[src/rtl/handshake_responder.sv]
// rtl/handshake_responder.sv - four-phase req/ack responder with service delay and done counter.
// Optional TIMEOUT_EN adds an ack-hold timeout that aborts into a FLUSH state.
module handshake_responder #(
  parameter int DATA_W  = 8,
  parameter int DELAY   = 4,
  parameter int CNT_W   = 8,
  parameter int TIMEOUT = 16
) (
  input  logic              clock,
  input  logic              n_reset,
  input  logic              req,
  input  logic [DATA_W-1:0] data_in,
  output logic              ack,
  output logic              busy,
  output logic              err,
  output logic [DATA_W-1:0] data_out,
  output logic [CNT_W-1:0]  done_count
);

  localparam int DLY_W = 8;
  localparam logic [DLY_W-1:0] DLY_LOAD = DLY_W'(DELAY - 1);

  if (DELAY < 1 || DELAY > 255) begin : g_bad_delay
    $error("handshake_responder: DELAY must be 1..255");
  end
  if (TIMEOUT < 1) begin : g_bad_timeout
    $error("handshake_responder: TIMEOUT must be >= 1");
  end

  typedef enum logic [1:0] {
    IDLE  = 2'd0,
    BUSY  = 2'd1,
    ACK   = 2'd2
`ifdef TIMEOUT_EN
    ,FLUSH = 2'd3
`endif
  } state_t;

  state_t              state_q, state_d;
  logic [DLY_W-1:0]    dly_q, dly_d;
  logic [DATA_W-1:0]   data_q, data_d;
  logic [CNT_W-1:0]    cnt_q, cnt_d;
  logic                err_q, err_d;

`ifdef TIMEOUT_EN
  localparam int HOLD_W = $clog2(TIMEOUT + 1);
  localparam logic [HOLD_W-1:0] HOLD_LAST = HOLD_W'(TIMEOUT - 1);
  logic [HOLD_W-1:0]   hold_q, hold_d;

  always_ff @(posedge clock or negedge n_reset) begin
    if (!n_reset) hold_q <= '0;
    else          hold_q <= hold_d;
  end
`endif

  always_ff @(posedge clock or negedge n_reset) begin
    if (!n_reset) begin
      state_q <= IDLE;
      dly_q   <= '0;
      data_q  <= '0;
      cnt_q   <= '0;
      err_q   <= 1'b0;
    end else begin
      state_q <= state_d;
      dly_q   <= dly_d;
      data_q  <= data_d;
      cnt_q   <= cnt_d;
      err_q   <= err_d;
    end
  end

  always_comb begin
    state_d = state_q;
    dly_d   = dly_q;
    data_d  = data_q;
    cnt_d   = cnt_q;
    err_d   = 1'b0;
`ifdef TIMEOUT_EN
    hold_d  = hold_q;
`endif
    case (state_q)
      IDLE: begin
        if (req) begin
          data_d  = data_in;
          dly_d   = DLY_LOAD;
          state_d = BUSY;
        end
      end
      BUSY: begin
        // An early req drop wins over service completion on the same edge.
        if (!req) begin
          err_d   = 1'b1;
          dly_d   = '0;
          state_d = IDLE;
        end else if (dly_q == '0) begin
          state_d = ACK;
`ifdef TIMEOUT_EN
          hold_d  = '0;
`endif
        end else begin
          dly_d = dly_q - DLY_W'(1);
        end
      end
      ACK: begin
        if (!req) begin
          cnt_d   = cnt_q + CNT_W'(1);
          state_d = IDLE;
        end
`ifdef TIMEOUT_EN
        else if (hold_q == HOLD_LAST) begin
          err_d   = 1'b1;
          state_d = FLUSH;
        end else begin
          hold_d = hold_q + HOLD_W'(1);
        end
`endif
      end
`ifdef TIMEOUT_EN
      FLUSH: begin
        if (!req) state_d = IDLE;
      end
`endif
      default: state_d = IDLE;
    endcase
  end

  assign ack        = (state_q == ACK);
  assign busy       = (state_q == BUSY);
  assign err        = err_q;
  assign data_out   = data_q;
  assign done_count = cnt_q;

endmodule

[config.mk]
export PLATFORM = sky130hd
export DESIGN_NAME = handshake_responder
export DESIGN_NICKNAME = d
export VERILOG_FILES = /design/src/rtl/handshake_responder.sv
export SDC_FILE = /design/constraint.sdc
export NUM_CORES = 1
export LEC_CHECK = 0
export ABC_AREA = 1
export BUFFER_PORTS_ARGS = -buffer_cell sky130_fd_sc_hd__buf_4
export CAP_MARGIN = 20
export CELL_PAD_IN_SITES_DETAIL_PLACEMENT = 0
export CELL_PAD_IN_SITES_GLOBAL_PLACEMENT = 1
export CORE_ASPECT_RATIO = 1.25
export CORE_UTILIZATION = 42
export CTS_CLUSTER_SIZE = 16
export DETAILED_ROUTE_END_ITERATION = 7
export PLACE_DENSITY_LB_ADDON = 0.15
export SLEW_MARGIN = 25
export SYNTH_ARGS = -nofsm -noshare
export SYNTH_HDL_FRONTEND = slang
export SYNTH_SLANG_ARGS = --single-unit
[constraint.sdc]
create_clock -name clock -period 2.2 [get_ports clock]
set_input_delay 0.22 -clock clock [delete_from_list [all_inputs] [get_ports clock]]
set_output_delay 0.22 -clock clock [all_outputs]
set_load 0.02 [all_outputs]
==> results of run 1 <==
[worst paths after layout]
kind | start | end | slack [ps] | cells after the start
setup / recovery | state_q[1]$_DFFE_PN0P_ | busy | 470 | 4
setup reg to reg | dly_q[0]$_DFFE_PN0P_ | dly_q[3]$_DFFE_PN0P_ | 520 | 7
min in group asynchronous | n_reset | data_out[5]$_DFFE_PN0P_ | 330 | 2
max in group asynchronous | n_reset | dly_q[2]$_DFFE_PN0P_ | 1620 | 2
hold / removal | data_in[3] | data_out[3]$_DFFE_PN0P_ | 120 | 2
hold reg to reg | dly_q[0]$_DFFE_PN0P_ | dly_q[0]$_DFFE_PN0P_ | 520 | 2
[critical path, stage by stage, from the launching register on]
cell and delay (ps):
dfrtp_1 400, inv_1 150, nand2_1 200, inv_1 250, buf_4 190
[through the flow]
step | cells | power, mW | setup slack, ps | area, sq um | utilization (%)
final | 216 | 2.03 | 475 | 1630 | 54.3
after global routing | 216 | 2.20 | 316 | 1630 | 54.3
after CTS | 216 | 2.06 | 459 | 1630 | 54.3
after detailed placement | 211 | 1.85 | 557 | 1590 | 53.0
after global placement | 211 | 1.82 | 640 | 1590 | 53.0
after floorplan | 148 | 1.50 | 748 | 1350 | -
[metal layers]
layer | GRT usage [%] | vias to the layer above
met5 | 0 | -
met4 | 7.89 | 0
met3 | 2.31 | 2
met2 | 33.5 | 22
met1 | 20.9 | 521
li1 | - | 549
[logic make-up after synthesis]
logic type | after synthesis | share of synthesized area (%)
and+or+nand+nor | 73 | 25.7
DFF | 27 | 50.1
buffers and inverters | 18 | 5.85
AOI/OAI and AO/OA | 13 | 5.20
muxes | 8 | 6.69
xor gates and xnor gates | 7 | 4.55
adders and majority gates | 2 | 1.86
[cell usage in the layout, fill, tap and decap left out, types with 2 or more instances in the layout]
master | Yosys | layout
a21oi_1 | 2 | 2
xnor2_1 | 4 | 4
nand4_1 | 8 | 8
dfrtp_1 | 27 | 27
inv_2 | 2 | 2
inv_1 | 14 | 14
nor2_1 | 10 | 10
nor2_2 | 3 | 3
nand2_1 | 36 | 36
buf_4 | 1 | 29
mux2_2 | 8 | 8
xor2_1 | 3 | 3
nand3_1 | 8 | 8
clkbuf_4 | 0 | 3
nand2_2 | 3 | 3
ha_1 | 2 | 2
o21ai_0 | 8 | 8
[power groups by stage]
| stage | registers [mW] | clock network (mW) | logic, mW |
|---|---|---|---|
| finish | 0.807 | 0.206 | 1.02 |
| global placement | 0.811 | 0 | 1.01 |
| global route | 0.834 | 0.234 | 1.13 |
| CTS | 0.809 | 0.216 | 1.03 |
| floorplan | 0.939 | 0 | 0.561 |
| detailed placement | 0.820 | 0 | 1.03 |
[synthesized netlist by cell type, types with 2 or more instances]
library cell,number,area share (%)
xor2_1,3,2.0
inv_2,2,0.56
nor2_2,3,1.4
nand4_1,8,3.7
nand2_1,36,10
nor2_1,10,2.8
ha_1,2,1.9
a21oi_1,2,0.74
mux2_2,8,6.7
inv_1,14,3.9
nand3_1,8,3.0
o21ai_0,8,3.0
nand2_2,3,1.4
dfrtp_1,27,50
xnor2_1,4,2.6
[registers in the layout, summed over array words and instances, names as in the netlist]
register    flops
data_out        8
dly_q           8
done_count      8
err             1
state_q         2
[timing repair]
action / CTS / global route
resized for setup: 0 / 0
endpoints found under the hold margin: 27 / 0
endpoints found under the setup margin: 0 / 0
hold buffers: 1 / 0
[final cells by class]
| cell class | instances | area, sq um | area share, % |
|---|---|---|---|
| Timing Repair Buffer | 30 | 228 | 14.0 |
| Tap cell | 36 | 45.0 | 2.77 |
| Sequential cell | 27 | 676 | 41.5 |
| Inverter | 16 | 60.1 | 3.69 |
| Multi-Input combinational cell | 103 | 593 | 36.4 |
| Clock buffer | 4 | 26.3 | 1.61 |
==> impl_metrics.json, run 1 <==
{
  "synth_warnings": 0,
  "grt_use_total_pct": 18.4,
  "power_frac_clock_pct": 10.1,
  "first_global_vias": 1134,
  "end_kind": "output port",
  "final_nets": 194,
  "place_congestion": 0.789,
  "worstSetupStartpointType": "flip-flop",
  "synth.distinct_cells": 25,
  "synth-edff-count": 0,
  "cts_sinks": 27,
  "internal_power_mw": 1.16,
  "wl_met3_microns": 116,
  "grt_max_degree": 28,
  "grt_remaining_overflow": 0,
  "cts_setup_buffers": 0,
  "fin_crit_sh_pct": 78.4,
  "synth.avg_cell_area_sq_um": 9.11,
  "worstSkewPairLatency_ps": 310,
  "antenna_found_initial": 0,
  "tns_ps": 0,
  "start_util_pct": 44.9,
  "combPwrFrac_pct": 50.2,
  "p_seq_share_pct": 39.7,
  "worstPathRequired_ps": 1980,
  "syn-num-nets": 161,
  "via_count": 1094,
  "ir_drop_mv": 0.813,
  "rows": 22,
  "routed_via_density": 5.06,
  "die_w_microns": 52.7,
  "synth-seq-cells": 27,
  "htreeDepth": 1,
  "cts-root-buf": "clkbuf_4",
  "grt_pass1_wl_microns": 4800,
  "crit_arrival_ps": 1510,
  "dieHeight_microns": 65.3,
  "clk_path_buf_depth": 2,
  "io_buffers": 29,
  "drt_first_pass_iters": 4,
  "antenna_left": 0,
  "cts_buffers": 3,
  "drtIter0Drc": 17,
  "nFillCells": 293,
  "post-route-drc-count": 0,
  "diodes": 0,
  "rsz0062_at_grt": "false",
  "power_density_nw_per_um2": 1250,
  "fin_crit_ps": 1730,
  "areaGrowthSynthToFinish_pct": 20.8,
  "status": "finished, final reports clean",
  "max_slew_margin_pct": 77.1,
  "die_area_sq_um": 3440,
  "netlist_area_sq_um": 1350,
  "dp_hpwl_microns": 2050,
  "worst_pin_slew_ps": 343,
  "min_path_type": "in -> reg",
  "wire_per_inst_microns": 12.6,
  "cts_tree": "yes",
  "crit_fanout": 7,
  "wl_met1_microns": 1170,
  "timing.fmax_ghz": 0.580,
  "p_sw_mw": 0.877,
  "ys_seq_area_share_pct": 50.1,
  "p_leak_nw": 0.811,
  "hold_violations": 0,
  "holdWs_ps": 125,
  "io_pins": 30,
  "setup_viol": 0,
  "path_clk_slew_ps": 140,
  "final_max_slew_viol_count": 0,
  "synthArstFlopShare_pct": 100,
  "drv_cap": 0,
  "postSynthCellCount": 148,
  "dr_wl_met2_microns": 1400,
  "drive_gt1_share_pct": 28.3,
  "fin_skew_ps": 2.52,
  "routed.top_layer": "met4",
  "swShare_pct": 43.1,
  "critical_path_class": "reg -> out",
  "routed_wl_microns": 2720,
  "ys.flop_type": "dfrtp_1",
  "core_sq_um": 3000
}
(Power assumes the default switching activity.)
==> run 2, diff against run 1 <==
- CORE_UTILIZATION: 42 -> 39
- clock period: 2.2 -> 1.7 ns (I/O delays scaled with it)
==> impl_metrics.json, run 2 (synthesis results as in run 1) <==
{
  "status": "finished, final reports clean",
  "setup_viol": 0,
  "rows": 23,
  "worstPathRequired_ps": 1530,
  "fin_crit_ps": 1530,
  "grt_pass1_wl_microns": 4630,
  "crit_arrival_ps": 1360,
  "tns_ps": 0,
  "die_w_microns": 54.6,
  "worstSetupStartpointType": "flip-flop",
  "post-route-drc-count": 0,
  "combPwrFrac_pct": 48.7,
  "cts-root-buf": "clkbuf_8",
  "dp_slack_ps": 222,
  "nFillCells": 308,
  "antenna_left": 0,
  "fin_skew_ps": 5.96,
  "dp_hpwl_microns": 1960,
  "ir_drop_mv": 0.981,
  "io_buffers": 29,
  "swShare_pct": 42.4,
  "end_kind": "output port",
  "routed_via_density": 4.94,
  "cts_setup_buffers": 0,
  "io_pins": 30,
  "hold_end": "data_out[4]$_DFFE_PN0P_",
  "timing.fmax_ghz": 0.655,
  "cts_sinks": 27,
  "final_max_slew_viol_count": 0,
  "power_density_nw_per_um2": 1660,
  "antenna_found_initial": 0,
  "cts_tree": "yes",
  "via_count": 1077,
  "internal_power_mw": 1.58,
  "wire_per_inst_microns": 12.5,
  "core_sq_um": 3250,
  "p_sw_mw": 1.16,
  "reg2reg_setup_slack_ps": 210,
  "worst_pin_slew_ps": 354,
  "grt_max_degree": 28,
  "max_slew_margin_pct": 76.3,
  "htreeDepth": 1,
  "power_frac_clock_pct": 13.2,
  "start_util_pct": 41.4,
  "first_global_vias": 1047,
  "hp-start": "data_in[4]",
  "worstSkewPairLatency_ps": 270,
  "min_path_type": "in -> reg",
  "power_mw": 2.74,
  "rsz0062_at_grt": "false",
  "areaGrowthSynthToFinish_pct": 22.9,
  "drv_cap": 0,
  "p_leak_nw": 0.826,
  "crit_fanout": 7,
  "final_cell_mix": "36 x nand2_1, 30 x buf_4, 27 x dfrtp_1",
  "mostFrequentLayoutCell": "nand2_1",
  "p_seq_share_pct": 38.1,
  "drtIter0Drc": 8,
  "routed_wl_microns": 2730,
  "grt_remaining_overflow": 0,
  "final_nets": 195,
  "diodes": 0,
  "place_congestion": 0.755,
  "die_area_sq_um": 3700,
  "drt_first_pass_iters": 4,
  "whs_path_depth": 2,
  "r2r-end": "dly_q[4]$_DFFE_PN0P_",
  "dieHeight_microns": 67.7,
  "ff2ff_path_depth": 7,
  "final_util_pct": 50.9,
  "drive_gt1_share_pct": 29.8,
  "clk_path_buf_depth": 2,
  "path_clk_slew_ps": 90,
  "cts_buffers": 3,
  "grt_use_total_pct": 17.7,
  "critical_path_class": "reg -> out",
  "fin_crit_sh_pct": 89.8,
  "layout_setup_ws_ps": 173,
  "r2r_start": "dly_q[0]$_DFFE_PN0P_",
  "hold_violations": 0
}
run 2: cell count changes in the layout (fill, tap and decap cells not counted), sizes merged:
cell / change
buf: +1
clkbuf: -1
clkinv: +1
run 2: critical path, stage by stage, from the launching register on:
cell	delay [ps]
dfrtp_1	380
inv_1	140
nand2_1	210
inv_2	190
buf_4	170
run 2: metal layers:
| layer | up-vias | track usage [%] | routed length [microns] |
|---|---|---|---|
| met1 | 510 | 20.8 | 1210 |
| met5 | - | 0 | 0 |
| li1 | 548 | - | - |
| met2 | 14 | 30.8 | 1410 |
| met4 | 0 | 7.69 | 51 |
| met3 | 5 | 2.70 | 59 |
run 2: cell type report:
class	instances	area, sq um	share of cell area, %
clock buffers	3	41.3	2.49
clock inverters	1	5.00	0.302
flip-flops and latches	27	676	40.8
well taps	37	46.3	2.79
repair buffers	31	235	14.2
multi-input cells	103	593	35.8
inverters	16	60.1	3.63
run 2: power groups by stage:
| stage | sequential, mW | combinational, mW | clock (mW) |
|---|---|---|---|
| after floorplan | 1.21 | 0.725 | 0 |
| after global placement | 1.04 | 1.31 | 0 |
| after detailed placement | 1.06 | 1.34 | 0 |
| after CTS | 1.04 | 1.35 | 0.379 |
| after global routing | 1.08 | 1.48 | 0.411 |
| final | 1.05 | 1.34 | 0.363 |
run 2: metrics by stage:
| step | area (sq um) | cells | hold slack (ps) |
|---|---|---|---|
| after floorplan | 1350 | 148 | -126 |
| after global placement | 1600 | 213 | 103 |
| after detailed placement | 1600 | 213 | 105 |
| after CTS | 1660 | 218 | 120 |
| after global routing | 1660 | 218 | 114 |
| final | 1660 | 218 | 127 |
run 2: worst max-delay path by stage:
stage | to | slack, ps | from | cells after the start
final | busy | 170 | state_q[1]$_DFFE_PN0P_ | 4
after global routing | busy | 50 | state_q[1]$_DFFE_PN0P_ | 4
after CTS | busy | 100 | state_q[1]$_DFFE_PN0P_ | 4
after detailed placement | dly_q[4]$_DFFE_PN0P_ | 220 | dly_q[0]$_DFFE_PN0P_ | 7
after global placement | dly_q[4]$_DFFE_PN0P_ | 260 | dly_q[0]$_DFFE_PN0P_ | 7
after floorplan | dly_q[0]$_DFFE_PN0P_ | 250 | dly_q[0]$_DFFE_PN0P_ | 8
run 2: repair_timing:
action	4_1_cts	5_1_grt
endpoints found under the setup margin	0	1
gates resized for setup	0	1
hold buffers	1	0
hold endpoints to repair	27	0
